<file path="config.mk">
export PLATFORM = sky130hd
export DESIGN_NAME = pwm_duty_ramp
export DESIGN_NICKNAME = d
export VERILOG_FILES = /design/src/rtl/pwm_duty_ramp.sv
export SDC_FILE = /design/constraint.sdc
export NUM_CORES = 1
export LEC_CHECK = 0
export CORE_MARGIN = 2
export CORE_UTILIZATION = 34
export DETAILED_ROUTE_END_ITERATION = 10
export HOLD_SLACK_MARGIN = 0.02
export REMOVE_ABC_BUFFERS = 1
export SYNTH_ARGS = -nofsm -noshare
export SYNTH_HDL_FRONTEND = slang
export SYNTH_SLANG_ARGS = --single-unit
</file>
<file path="constraint.sdc">
create_clock -name clk -period 5.9 [get_ports clk]
set_clock_uncertainty 0.1 [all_clocks]
set_input_delay 1.18 -clock clk [delete_from_list [all_inputs] [get_ports clk]]
set_output_delay 1.18 -clock clk [all_outputs]
set_load 0.01 [all_outputs]
</file>
<file path="src/rtl/pwm_duty_ramp.sv">
// Per-channel PWM duty slew limiter: period/duty reach the generator only at period boundaries.
// Optional done interrupt is enabled with `define PWM_RAMP_DONE_IRQ_EN.
module pwm_duty_ramp #(
  parameter int unsigned      WIDTH    = 24,
  parameter logic [WIDTH-1:0] DEF_STEP = WIDTH'(24'h000100)
) (
  input  logic             clk,
  input  logic             reset,
  input  logic             enable,
  input  logic             ramp_en,
  input  logic [WIDTH-1:0] period_in,
  input  logic [WIDTH-1:0] duty_target,
  input  logic [WIDTH-1:0] step_cfg,
  output logic [WIDTH-1:0] period_out,
  output logic [WIDTH-1:0] duty_out,
  output logic             period_tick,
  output logic             ramping
`ifdef PWM_RAMP_DONE_IRQ_EN
  ,
  output logic             done_irq
`endif
);

  localparam int unsigned SUM_W = WIDTH + 1;

  typedef enum logic [1:0] {
    IDLE = 2'd0,
    UP   = 2'd1,
    DOWN = 2'd2
  } state_e;

  state_e           state_q, state_d;
  state_e           dir;
  logic [WIDTH-1:0] period_q, period_d;
  logic [WIDTH-1:0] duty_q, duty_d;
  logic [WIDTH-1:0] cnt_q, cnt_d;
  logic [WIDTH-1:0] tgt;
  logic [WIDTH-1:0] step;
  logic [WIDTH-1:0] down_gap;
  logic [SUM_W-1:0] up_sum;
  logic             tick;

  // Effective target, step and the last-cycle-of-period strobe
  always_comb begin
    tgt  = '0;
    step = step_cfg;
    if (enable) begin
      tgt = (duty_target < period_in) ? duty_target : period_in;
    end
    if (step_cfg == '0) begin
      step = DEF_STEP;
    end
    tick = (period_q != '0) && (cnt_q == period_q - WIDTH'(1));
  end

  // Next-state and datapath update; inputs only take effect on a tick
  always_comb begin
    period_d = period_q;
    duty_d   = duty_q;
    cnt_d    = cnt_q + WIDTH'(1);
    dir      = IDLE;
    state_d  = IDLE;
    up_sum   = SUM_W'({1'b0, duty_q}) + SUM_W'({1'b0, step});
    down_gap = duty_q - tgt;

    if (duty_q < tgt) begin
      dir = UP;
    end else if (duty_q > tgt) begin
      dir = DOWN;
    end

    // Wrap on the last count, and also if a shrunken period left cnt past the end
    if ((period_q == '0) || (cnt_q >= period_q - WIDTH'(1))) begin
      cnt_d = '0;
    end

    if (tick) begin
      period_d = period_in;
      if (!ramp_en) begin
        duty_d = tgt;
      end else begin
        case (dir)
          UP:      duty_d = (up_sum >= SUM_W'({1'b0, tgt})) ? tgt : up_sum[WIDTH-1:0];
          DOWN:    duty_d = (down_gap <= step) ? tgt : duty_q - step;
          default: duty_d = duty_q;
        endcase
      end
    end else if ((period_q == '0) && (period_in != '0)) begin
      period_d = period_in;
    end

    if (duty_d < tgt) begin
      state_d = UP;
    end else if (duty_d > tgt) begin
      state_d = DOWN;
    end
  end

  always_ff @(posedge clk or posedge reset) begin
    if (reset) begin
      state_q <= IDLE;
    end else begin
      state_q <= state_d;
    end
  end

  always_ff @(posedge clk or posedge reset) begin
    if (reset) begin
      period_q <= '0;
      duty_q   <= '0;
      cnt_q    <= '0;
    end else begin
      period_q <= period_d;
      duty_q   <= duty_d;
      cnt_q    <= cnt_d;
    end
  end

`ifdef PWM_RAMP_DONE_IRQ_EN
  logic done_q, done_d;

  // Pulse only when a tick actually moved duty onto the target
  always_comb begin
    done_d = tick && (dir != IDLE) && (duty_d == tgt);
  end

  always_ff @(posedge clk or posedge reset) begin
    if (reset) begin
      done_q <= 1'b0;
    end else begin
      done_q <= done_d;
    end
  end

  assign done_irq = done_q;
`endif

  assign period_out  = period_q;
  assign duty_out    = duty_q;
  assign period_tick = tick;
  assign ramping     = (state_q != IDLE);

endmodule

</file>
==> out/metrics.csv <==
metric;value;unit
status;complete, but fails checks;
violations;setup timing;
grt_antenna_before_repair;2;
cp-start-kind;primary input;
power;2.948;mW
worstSetupPathType;in -> reg;
setup_viol;26;
p_switching;1.190;mW
die_w;187.2;µm
reg2reg_setup_slack;-1.34;ns
hp-class;reg -> reg;
overflow;0;
cts_sinks;74;
place_hpwl;42430;µm
worstSkewPairLatency;0.37;ns
pwr-share-clk;0.198;
hold_viol_final;0;
rsz0062_at_grt;true;
synth.ff_latch_count;74;
ys_seq_area_frac;0.1624;
critPathArrivalTime;8.63;ns
peakVddDrop;0.1547;mV
fillerInstances;3131;
nNetsFinal;2417;
synth.avg_cell_area;7.764;µm²
path_delay_family;compound AO/OA/AOI/OAI gates;
insertedDiodeCount;0;
cts_buffers;9;
die_h;187.2;µm
ys.flop_type;dfrtp_1;
grt.total_usage;0.2888;
period_needed;8.488;ns
path_clk_slew;0.07;ns
p_seq_frac;0.182;
path_max_fanout;11;
drt_iter0_drc;1022;
cpMaxStageDelayCell;or4b_4;
crit_path_end_kind;flip-flop;
cts_tree;built;
crit_buf_inv;7;
final_max_slew_viol_count;0;
drt-total-wl;51680;µm
max_freq;117.8;MHz
fin_util;0.5653;
powerDensity;156.7;mW/mm²
max_stage_delay;0.57;ns
yosys_warnings;0;
cts_buffer_depth;2;
power_switching_share;0.4038;
cp_common_cell;o21a_1;
synth_cell_types;96;
ioPinCount;126;
ant_nets;0;
grt_pass1_vias;13850;
htreeDepth;3;
start_util;0.3427;
comb_power_share;0.620;
fin_setup_tns;-34.28;ns
viasPerCell;5.388;
grt_pass1_wl;78610;µm
worst_pin_slew;1.048;ns
avgRoutedWirePerCell;19.89;µm
place_congestion;0.9781;
multi_input_area;0.009947;mm²
io_buffers;125;
synthArstFlopShare;1.000;
syn_area;0.01140;mm²
fin_crit_sh;1.439;
area_growth;64.97;%
grt_max_degree;44;
maxCapViolations;0;
layout-drive-gt1-share;0.4088;
dieArea;0.03503;mm²
synth_enable_flop_cells;0;
relSlewSlack;0.3016;
num_vias;14000;
first_pass_iters;5;
internal_power;1.758;mW
cts_hold_buf;0;
setup_slack;-2.588;ns
leakage;8.683;nW
core-area;0.03328;mm²
rows;67;
seqCellArea;0.001852;mm²
cts_root_buf;clkbuf_16;
drc;0;
cp.required;6.04;ns
synthCells;1469;
[state kept, by name, summed over array words and instances, names as in the netlist]
| register | flops |
|---|---|
| cnt_q | 24 |
| period_out | 24 |
| duty_out | 24 |
| state_q | 2 |
[through the flow]
stage / instances / area [µm²] / worst slack (ns) / hold WS (ns)
after CTS: 2589 / 18430 / -2.481 / 0.4689
after global placement: 2532 / 17100 / -3.734 / 0.4625
after floorplan: 1402 / 11110 / -3.870 / 0.4239
after global routing: 2598 / 18810 / -2.917 / 0.5074
after detailed placement: 2532 / 17100 / -3.864 / 0.4534
final: 2598 / 18810 / -2.588 / 0.4677
[cells in the mapped netlist, drive strengths merged (10+ instances only)]
library cell  instances  area share
a211oi               14      0.0092
a21o                 32       0.021
a21oi               128       0.057
a31oi                16      0.0093
and3                 15      0.0082
buf                  22       0.011
clkbuf               45       0.015
dfrtp                74        0.16
ha                  193        0.21
inv                 103       0.034
mux2                 22       0.022
nand2                86       0.029
nand2b               23       0.013
nand3                50       0.022
nand4                39       0.021
nor2                102       0.034
nor2b                24       0.013
nor3                 63       0.028
nor4                 26       0.016
o211ai               10      0.0078
o21a                 29       0.019
o21ai               101       0.045
o31ai                11      0.0072
or2                  17      0.0098
or3                  13      0.0077
xnor2                61       0.047
xor2                 36       0.028
[layout make-up]
cell class	count	share of cell area
inverter	104	0.02101
multi-input combinational	1225	0.5287
tap	448	0.02979
sequential	74	0.09842
clock buffer	10	0.01217
timing repair buffer	731	0.3064
clock inverter	6	0.003525
[kinds of logic (layout without fill, tap and decap cells)]
| family | after synthesis | in the layout | synth area share |
|---|---|---|---|
| multiplexers | 26 | 26 | 0.02523 |
| adder cells (fa/ha/maj) | 196 | 196 | 0.2170 |
| flip-flops | 74 | 74 | 0.1624 |
| AND/OR/NAND/NOR | 484 | 484 | 0.2199 |
| AO/OA/AOI/OAI | 421 | 422 | 0.2407 |
| XOR/XNOR | 97 | 97 | 0.07449 |
| buffers and inverters | 171 | 851 | 0.06034 |
[timing repair]
action | CTS | global route
setup endpoints to repair | 27 | 27
setup buffers | 40 | 15
resized for setup | 332 | 80
gates cloned | 2 | 0
pin swaps | 98 | 77
[power groups by stage]
| stage | registers (mW) | logic [mW] | clock network (mW) |
|---|---|---|---|
| final | 0.535 | 1.83 | 0.584 |
| after CTS | 0.535 | 1.72 | 0.590 |
| after detailed placement | 0.544 | 1.54 | 0 |
| after global placement | 0.544 | 1.52 | 0 |
| after global routing | 0.536 | 1.96 | 0.610 |
| after floorplan | 0.552 | 0.714 | 0 |
[cells in the final DEF, fill, tap and decap left out, types with 8 or more instances in the layout]
cell,instances
buf_4,587
buf_6,23
or2_2,8
nand2_1,78
nor2b_1,22
a31oi_1,11
or3_1,9
nand3_1,45
o21ai_2,12
inv_2,20
clkdlybuf4s50_1,78
xnor2_1,61
a211oi_1,13
a21oi_1,97
mux2_2,22
a21o_1,30
nand2b_1,19
dfrtp_1,74
clkbuf_16,9
buf_2,24
nor2_1,93
ha_1,158
a21oi_2,26
nor2_2,8
inv_1,81
nand4_1,39
ha_4,31
o21a_1,29
o211ai_1,9
and3_1,13
xor2_1,36
nor3_1,55
o21ai_1,16
o21ai_0,72
dlygate4sd2_1,10
o31ai_1,9
nor4_1,23
[worst paths after layout]
kind	from	to	cells after the start
max	duty_target[15]	state_q[1]$_DFF_PP0_	43
min	cnt_q[23]$_DFF_PP0_	cnt_q[23]$_DFF_PP0_	2
max reg2reg	duty_out[0]$_DFF_PP0_	state_q[1]$_DFF_PP0_	31
min reg2reg	cnt_q[23]$_DFF_PP0_	cnt_q[23]$_DFF_PP0_	2
max in group asynchronous	reset	cnt_q[23]$_DFF_PP0_	3
min in group asynchronous	reset	period_out[5]$_DFFE_PP0P_	2
[metal layers]
metal | share of wire | routed length (µm) | up-vias | track usage
li1 | - | - | 6740 | -
met1 | 0.46 | 23880 | 6728 | 0.3943
met2 | 0.46 | 23720 | 431 | 0.4807
met3 | 0.047 | 2424 | 97 | 0.03265
met4 | 0.032 | 1644 | 2 | 0.08120
met5 | 0.00015 | 8 | - | 0
[tightest hold or removal path, delay by kind of cell, from the launching register on]
kind | cells | cell delay (ns)
DFF | 1 | 0.37
and+or+nand+nor | 1 | 0.04
xor gates and xnor gates | 1 | 0.12
No activity file was read; power rests on OpenSTA's default activity.
